## config.mk

```make
export PLATFORM = sky130hd
export DESIGN_NAME = hazard_pipe_regs
export DESIGN_NICKNAME = d
export VERILOG_FILES = /design/src/rtl/pipe_pkg.sv /design/src/rtl/pipe_fwd_mux.sv /design/src/rtl/hazard_pipe_regs.sv
export SDC_FILE = /design/constraint.sdc
export NUM_CORES = 1
export LEC_CHECK = 0
export BUFFER_PORTS_ARGS = -buffer_cell sky130_fd_sc_hd__buf_2
export CAP_MARGIN = 20
export CORE_AREA = 4 4 172 174
export CTS_BUF_LIST = sky130_fd_sc_hd__clkbuf_8
export CTS_CLUSTER_DIAMETER = 60
export DETAILED_ROUTE_END_ITERATION = 10
export DIE_AREA = 0 0 176 178
export MAX_ROUTING_LAYER = met4
export PLACE_DENSITY = 0.55
export RECOVER_POWER = 50
export SLEW_MARGIN = 20
export SYNTH_ARGS = -nofsm -noshare
export SYNTH_HDL_FRONTEND = slang
export SYNTH_SLANG_ARGS = --single-unit
```

## constraint.sdc

```tcl
create_clock -name clk -period 1.7 [get_ports clk]
set_input_delay 0 -clock clk [delete_from_list [all_inputs] [get_ports clk]]
set_output_delay 0 -clock clk [all_outputs]
set_load 0.01 [all_outputs]
```

## src/rtl/pipe_pkg.sv

```systemverilog
// ============================================================================
// Module : pipe_pkg
// Brief  : Shared constants and the pipeline control slice for hazard_pipe_regs.
// Rev    : 1.0  initial release
// ============================================================================
`default_nettype none

package pipe_pkg;

  localparam logic [31:0] NOP_INSTR = 32'h0000_0013;

  localparam logic [1:0] FWD_RF  = 2'd0;
  localparam logic [1:0] FWD_MEM = 2'd1;
  localparam logic [1:0] FWD_EX  = 2'd2;

  typedef struct packed {
    logic [4:0] rd;
    logic       regwrite;
    logic       memread;
    logic       frd;
    logic       valid;
  } ctrl_t;

  localparam ctrl_t BUBBLE_CTRL = '{rd: 5'd0, regwrite: 1'b0, memread: 1'b0,
                                    frd: 1'b0, valid: 1'b0};

endpackage

`default_nettype wire

```

## src/rtl/pipe_fwd_mux.sv

```systemverilog
// ============================================================================
// Module : pipe_fwd_mux
// Brief  : Operand bypass select; the reserved encoding falls back to the regfile.
// Rev    : 1.0  initial release
// ============================================================================
`default_nettype none

module pipe_fwd_mux
  import pipe_pkg::*;
#(
  parameter int XLEN = 32
) (
  input  logic [1:0]      sel,
  input  logic [XLEN-1:0] rf,
  input  logic [XLEN-1:0] mem,
  input  logic [XLEN-1:0] ex,
  output logic [XLEN-1:0] op
);

  always_comb begin
    op = rf;
    case (sel)
      FWD_MEM: op = mem;
      FWD_EX:  op = ex;
      default: op = rf;
    endcase
  end

endmodule

`default_nettype wire

```

## src/rtl/hazard_pipe_regs.sv

```systemverilog
// ============================================================================
// Module : hazard_pipe_regs
// Brief  : IF/ID, ID/EX and EX/MEM registers with stall/branch bubbling,
//          operand bypass, event counters and a sticky protocol error flag.
// Rev    : 1.0  initial release
// ============================================================================
`default_nettype none

module hazard_pipe_regs
  import pipe_pkg::*;
#(
  parameter int XLEN  = 32,
  parameter int CNT_W = 16
) (
  input  logic             clk,
  input  logic             rst,
  input  logic [XLEN-1:0]  if_pc,
  input  logic [31:0]      if_instr,
  input  logic [4:0]       id_rd,
  input  logic             id_regwrite,
  input  logic             id_memread,
  input  logic             id_frd,
  input  logic [XLEN-1:0]  id_rs1_val,
  input  logic [XLEN-1:0]  id_rs2_val,
  input  logic             stall,
  input  logic             flush,
  input  logic             branch_taken,
  input  logic [1:0]       rs1_fwd,
  input  logic [1:0]       rs2_fwd,
  input  logic [XLEN-1:0]  ex_result,
  input  logic [XLEN-1:0]  mem_result,
  output logic [XLEN-1:0]  id_pc,
  output logic [31:0]      id_instr,
  output logic             id_valid,
  output logic [4:0]       ex_rd,
  output logic             ex_regwrite,
  output logic             ex_memread,
  output logic             ex_frd,
  output logic             ex_valid,
  output logic [4:0]       mem_rd,
  output logic             mem_regwrite,
  output logic             mem_frd,
  output logic             mem_valid,
  output logic [XLEN-1:0]  id_op1,
  output logic [XLEN-1:0]  id_op2,
  output logic [XLEN-1:0]  ex_op1,
  output logic [XLEN-1:0]  ex_op2,
  output logic [CNT_W-1:0] stall_cnt,
  output logic [CNT_W-1:0] flush_cnt,
  output logic             stall_err
);

  logic [XLEN-1:0]  r_id_pc;
  logic [31:0]      r_id_instr;
  logic             r_id_valid;
  ctrl_t            r_ex_ctrl;
  logic [XLEN-1:0]  r_ex_op1;
  logic [XLEN-1:0]  r_ex_op2;
  ctrl_t            r_mem_ctrl;
  logic [CNT_W-1:0] r_stall_cnt;
  logic [CNT_W-1:0] r_flush_cnt;
  logic             r_stall_err;
  logic             r_stall_q;
  logic [XLEN-1:0]  w_op1;
  logic [XLEN-1:0]  w_op2;
  logic             w_bubble;
  logic             w_proto_err;

  pipe_fwd_mux #(.XLEN(XLEN)) u_fwd_rs1 (
    .sel(rs1_fwd), .rf(id_rs1_val), .mem(mem_result), .ex(ex_result), .op(w_op1)
  );

  pipe_fwd_mux #(.XLEN(XLEN)) u_fwd_rs2 (
    .sel(rs2_fwd), .rf(id_rs2_val), .mem(mem_result), .ex(ex_result), .op(w_op2)
  );

  assign w_bubble = branch_taken | stall;
  // A load-use stall is exactly one bubble; flush without a cause is a protocol slip.
  assign w_proto_err = (stall & r_stall_q) | (flush & ~stall & ~branch_taken);

  always_ff @(posedge clk) begin
    if (rst) begin
      r_id_pc     <= '0;
      r_id_instr  <= NOP_INSTR;
      r_id_valid  <= 1'b0;
      r_ex_ctrl   <= BUBBLE_CTRL;
      r_ex_op1    <= '0;
      r_ex_op2    <= '0;
      r_mem_ctrl  <= BUBBLE_CTRL;
      r_stall_cnt <= '0;
      r_flush_cnt <= '0;
      r_stall_err <= 1'b0;
      r_stall_q   <= 1'b0;
    end else begin
      if (branch_taken) begin
        r_id_pc    <= '0;
        r_id_instr <= NOP_INSTR;
        r_id_valid <= 1'b0;
      end else if (!stall) begin
        r_id_pc    <= if_pc;
        r_id_instr <= if_instr;
        r_id_valid <= 1'b1;
      end

      if (w_bubble) begin
        r_ex_ctrl <= BUBBLE_CTRL;
        r_ex_op1  <= '0;
        r_ex_op2  <= '0;
      end else begin
        r_ex_ctrl <= '{rd: id_rd, regwrite: id_regwrite, memread: id_memread,
                       frd: id_frd, valid: r_id_valid};
        r_ex_op1  <= w_op1;
        r_ex_op2  <= w_op2;
      end

      r_mem_ctrl <= r_ex_ctrl;

      if (stall && (r_stall_cnt != {CNT_W{1'b1}})) begin
        r_stall_cnt <= r_stall_cnt + 1'b1;
      end
      if (branch_taken && (r_flush_cnt != {CNT_W{1'b1}})) begin
        r_flush_cnt <= r_flush_cnt + 1'b1;
      end

      r_stall_q <= stall;
      if (w_proto_err) begin
        r_stall_err <= 1'b1;
      end
    end
  end

  assign id_pc        = r_id_pc;
  assign id_instr     = r_id_instr;
  assign id_valid     = r_id_valid;
  assign ex_rd        = r_ex_ctrl.rd;
  assign ex_regwrite  = r_ex_ctrl.regwrite;
  assign ex_memread   = r_ex_ctrl.memread;
  assign ex_frd       = r_ex_ctrl.frd;
  assign ex_valid     = r_ex_ctrl.valid;
  assign mem_rd       = r_mem_ctrl.rd;
  assign mem_regwrite = r_mem_ctrl.regwrite;
  assign mem_frd      = r_mem_ctrl.frd;
  assign mem_valid    = r_mem_ctrl.valid;
  assign id_op1       = w_op1;
  assign id_op2       = w_op2;
  assign ex_op1       = r_ex_op1;
  assign ex_op2       = r_ex_op2;
  assign stall_cnt    = r_stall_cnt;
  assign flush_cnt    = r_flush_cnt;
  assign stall_err    = r_stall_err;

  // The memread bit has no consumer past EX.
  logic w_unused;
  assign w_unused = r_mem_ctrl.memread;

endmodule

`default_nettype wire

```

Yosys cells after proc, flatten, opt, wreduce, memory -nomap -nowiden
Index checks and enable logic that the tools add are counted.

word-level totals
  flip-flop bits (word level) = 180
  bits of input ports = 209
  word-level logic and storage cells = 39

operators by class
  add/sub/neg operators = 2
  equality and inequality tests = 6
  muxes and demuxes = 2
  bitwise operators = 7
  reductions and logical operators = 4

operators with widths
  cell                     count
  $pmux W32 S2             2
  $add A16 B1 Y16 const B  2
  $ne A16 B16 Y1 const B   2
  $eq A2 B1 Y1 const B     2
  $eq A2 B2 Y1 const B     2
  $reduce_or A2 Y1         2
  $and A1 B1 Y1            3
  $logic_and A1 B1 Y1      2
  $not A1 Y1               2
  $or A1 B1 Y1             2

Logic depth before layout (Yosys ltp)
  word-level depth = 4
  depth in mapped cells = 7
  depth with buffers taken out = 5

Cells and area by module
A second synthesis with hierarchy kept.

unflattened totals
  cell total of the unflattened synthesis = 806
  area, all modules = 7388.3 um^2

by module, submodules not included
  module            times used  cells an instance  area an instance (um^2)  sequential area each (um^2)
  hazard_pipe_regs  1           580                6114.6                   3603.5
  pipe_fwd_mux      2           113                636.9                    0.0

Least setup slack after synthesis
No wires, ideal clock.

  path kind = register to register
  start = register r_flush_cnt[0], in the netlist flush_cnt[0]
  end = register r_flush_cnt[14], in the netlist flush_cnt[14]
  setup time = 0.116 ns
  arrival time = 1.802 ns
  required time = 1.584 ns
  path slack = -0.218 ns
  stages on the path, launching flop included = 7
  buffers on the path = 1
  cells stage by stage = dfxtp_1 -> ha_1 -> nand2_1 -> or3_1 -> buf_2 -> or4_1 -> o211a_1

on the way
  word-level cells in the longest chain between the ends = 2
  elaborated cells on any way between the ends = 3
  those cells by class = add/sub: 1; eq/ne: 1; reduce/logical: 1

RTL lines
  what                                                                     RTL line                 RTL
  from (decl)                                                              hazard_pipe_regs.sv:61   logic [CNT_W-1:0] r_flush_cnt;
  from (signal assigned)                                                   hazard_pipe_regs.sv:122  r_flush_cnt <= r_flush_cnt + 1'b1;
  parallel branches: the longest is 2 deep, another holds $add A16 B1 Y16  -

Several ways; the timed one is not identified.
A chain may end at the register's enable or synchronous reset.

Final worst setup path
  start = register r_flush_cnt[1], in the netlist flush_cnt[1]
  end = register r_flush_cnt[8], in the netlist flush_cnt[8]

The elaborated chain is that of the path after synthesis.

==> out/metrics.csv <==
stage;metric;value;unit
grt;grt_pass1_wl;45750;µm
clock_tree;htreeDepth;4;
grt;grt_pass1_vias;8474;
clock_tree;cts_tree;yes;
power_and_ir_drop;ir_drop;0.4167;mV
timing;relSlewSlack;0.6329;
power_and_ir_drop;powerDensity;752.5;nW/µm²
timing;fmax;607.3;MHz
grt;grt_max_degree;65;
power_and_ir_drop;intPower;6.541;mW
power_and_ir_drop;p_total;9.370;mW
finish;area_growth;69.89;%
floorplanning;rows;61;
finish;final_util;0.4482;
place;place_area;10360;µm²
floorplanning;die_area;31330;µm²
route;drc;0;
finish;layout_commonest_cell;buf_2;
route;drt-total-wl;30460;µm
setup_path;arrival;2030;ps
timing;post-route-period-util;0.9686;
finish;drive_gt1_frac;0.3945;
place;place.gp.congestion;0.8236;
floorplanning;fp.dieH;178;µm
route;ant_nets;0;
setup_path;r2r_slack;50;ps
yosys;yosysWarnings;0;
timing;tightestPinTransition;548.6;ps
finish;nets;1647;
flow_run;maxCapViolCount;0;
setup_path;crit_type;flip-flop to flip-flop;
setup_path;crit-reg2reg-capture;flush_cnt[8]$_SDFFE_PP0P_;
floorplanning;initial_core_util;0.2638;
route;first_pass_iters;6;
grt;antenna_found_initial;6;
power_and_ir_drop;p_switching;2.829;mW
setup_path;worstRegToRegCells;5;
floorplanning;core-area;27780;µm²
yosys;syn_area_per_cell;9.082;µm²
grt;overflow;0;
yosys;syn_nets;1022;
yosys;syn_area;7330;µm²
setup_path;worstPathMaxFanout;5;
yosys;yosys_register_bits;180;
yosys;yosysUniqueCellTypes;41;
setup_path;cp.required;2080;ps
finish;final_cell_mix;450 x buf_2, 172 x dfxtp_1, 156 x dlygate4sd3_1, 80 x nand2_1, 76 x nor2b_1;
timing;period_needed;1647;ps
worst_hold_path;whs_path_depth;4;
clock_tree;cts_made_buffers;17;
timing;slew_viol_final;0;
yosys;ys_async_sr_fraction;0;
timing;rsz0062_at_grt;true;
grt;track_usage;0.1882;
power_and_ir_drop;p_seq_frac;0.467;
timing;finClkSkew;23.53;ps
clock_tree;root_buffer;clkbuf_8;
route;wl_per_cell;16.65;µm
clock_tree;clockBufferDepth;2;
yosys;synth-main-ff-cell;dfxtp_1;
finish;fin_area;12450;µm²
setup_path;worstSetupStartpoint;flush_cnt[1]$_SDFFE_PP0P_;
timing;setup_ws;53.39;ps
yosys;yosysSeqAreaShare;0.4916;
timing;setup_viol;0;
clock_tree;clk_latency;460;ps
setup_path;crit_path_end_kind;flip-flop;
clock_tree;clock_sinks;180;
yosys;syn_inst;807;
worst_hold_path;min-delay-path-class;input pin to flip-flop;
setup_path;r2r-start;flush_cnt[1]$_SDFFE_PP0P_;
route;vias;8381;
worst_hold_path;hp-start;mem_result[0];
worst_hold_path;whs_endpoint;ex_op2[0]$_SDFF_PP0_;
floorplanning;die_w;176;µm
timing;hold_viol;0;
power_and_ir_drop;switching_share;0.3020;
timing;whs;48.82;ps
setup_path;startpoint_type;flip-flop;
route;avgViaCountPerCell;4.582;
outcome;status;complete, no violations;
place;post-dp-hpwl;22340;µm
place;port_buffers;451;
route;drt_iter0_markers;467;
place;place_ws;-1.398;ps
power_and_ir_drop;p_clk_frac;0.332;
power_and_ir_drop;comb_power_share;0.201;
clock_tree;clk_pin_slew;110;ps
power_and_ir_drop;power.leakage;5.971;nW
yosys;synth_edf_count;0;
floorplanning;ios;452;
[kinds of logic (layout without fill, tap and decap cells)]
| family | after synthesis | after routing | synth area share |
|---|---|---|---|
| AO/OA/AOI/OAI | 186 | 186 | 0.1611 |
| adder cells (fa/ha/maj) | 6 | 6 | 0.01024 |
| buffers and inverters | 69 | 707 | 0.03636 |
| flip-flops | 180 | 180 | 0.4916 |
| multiplexers | 67 | 67 | 0.09184 |
| other | 0 | 6 | 0 |
| AND/OR/NAND/NOR | 299 | 299 | 0.2088 |
[final cells by class]
class / count / area [µm²]
clock buffers: 17 / 234.0
inverters: 13 / 48.80
fillers: 2806 / 15330
flip-flops and latches: 180 / 3623
well taps: 378 / 473.0
multi-input cells: 558 / 3532
clock inverters: 15 / 187.7
diodes: 6 / 15.01
repair buffers: 662 / 4338
[registers in the layout, indices dropped and copies added, names as in the netlist, 5 cells and up]
register / flops
ex_rd: 5
stall_cnt: 16
flush_cnt: 16
ex_op1: 32
ex_op2: 32
id_pc: 32
id_instr: 32
mem_rd: 5
[Yosys cell counts (all sizes together), types with 3 or more instances]
| master | n | area share |
|---|---|---|
| a31oi | 3 | 0.0026 |
| nor2 | 72 | 0.037 |
| buf | 10 | 0.0061 |
| nor2b | 76 | 0.065 |
| dfxtp | 180 | 0.49 |
| a22oi | 64 | 0.066 |
| or3 | 8 | 0.0068 |
| clkbuf | 46 | 0.024 |
| nor4 | 6 | 0.0092 |
| mux2i | 65 | 0.089 |
| and4 | 3 | 0.0036 |
| o31ai | 13 | 0.013 |
| or4 | 11 | 0.011 |
| a21oi | 20 | 0.014 |
| o21ai | 71 | 0.048 |
| nand3 | 13 | 0.0089 |
| and2 | 8 | 0.0068 |
| nand2 | 82 | 0.042 |
| ha | 6 | 0.010 |
| nor3 | 9 | 0.0061 |
| nand4 | 9 | 0.011 |
| inv | 13 | 0.0067 |
[through the flow]
stage,cells,setup TNS [ps]
after floorplan,807,-86.38
after global placement,1631,0
after detailed placement,1631,-1.398
after CTS,1819,0
after global routing,1829,-25.10
final,1829,0
[routing by layer]
layer | GRT usage | up-vias | share of wire
met4 | 0.05231 | 0 | 0.021
li1 | - | 4098 | -
met5 | - | - | 0
met2 | 0.3200 | 357 | 0.49
met1 | 0.2183 | 3885 | 0.41
met3 | 0.05447 | 41 | 0.077
[power by group through the flow]
stage	sequential [mW]	combinational [mW]	clock (mW)
floorplan	4.53	0.682	0
CTS	4.38	1.88	3.28
detailed placement	4.47	1.56	0
global route	4.39	2.04	3.44
finish	4.38	1.88	3.11
global placement	4.47	1.56	0
[critical path: stages, from the launching register on]
cell,delay (ps)
dfxtp_4,370
ha_4,130
nand2_2,50
or3_4,420
or4_4,480
a21oi_1,130
[what timing repair did]
item                       CTS  global route
resized for setup            2            19
setup endpoints to repair    3            22
buffers inserted             0             4
hold endpoints to repair   139             0
hold buffers               156             0
cloned                       0             0
pin swaps                    0             6
[worst max-delay path by stage]
stage	cells past startpoint	slack, ps	end
floorplan	6	-30	flush_cnt[10]$_SDFFE_PP0P_
global placement	5	20	flush_cnt[8]$_SDFFE_PP0P_
detailed placement	7	-1	flush_cnt[6]$_SDFFE_PP0P_
CTS	6	0.2	stall_cnt[14]$_SDFFE_PP0P_
global route	7	-10	flush_cnt[6]$_SDFFE_PP0P_
finish	5	50	flush_cnt[8]$_SDFFE_PP0P_
Note: power is estimated with default switching activity, not from simulation.
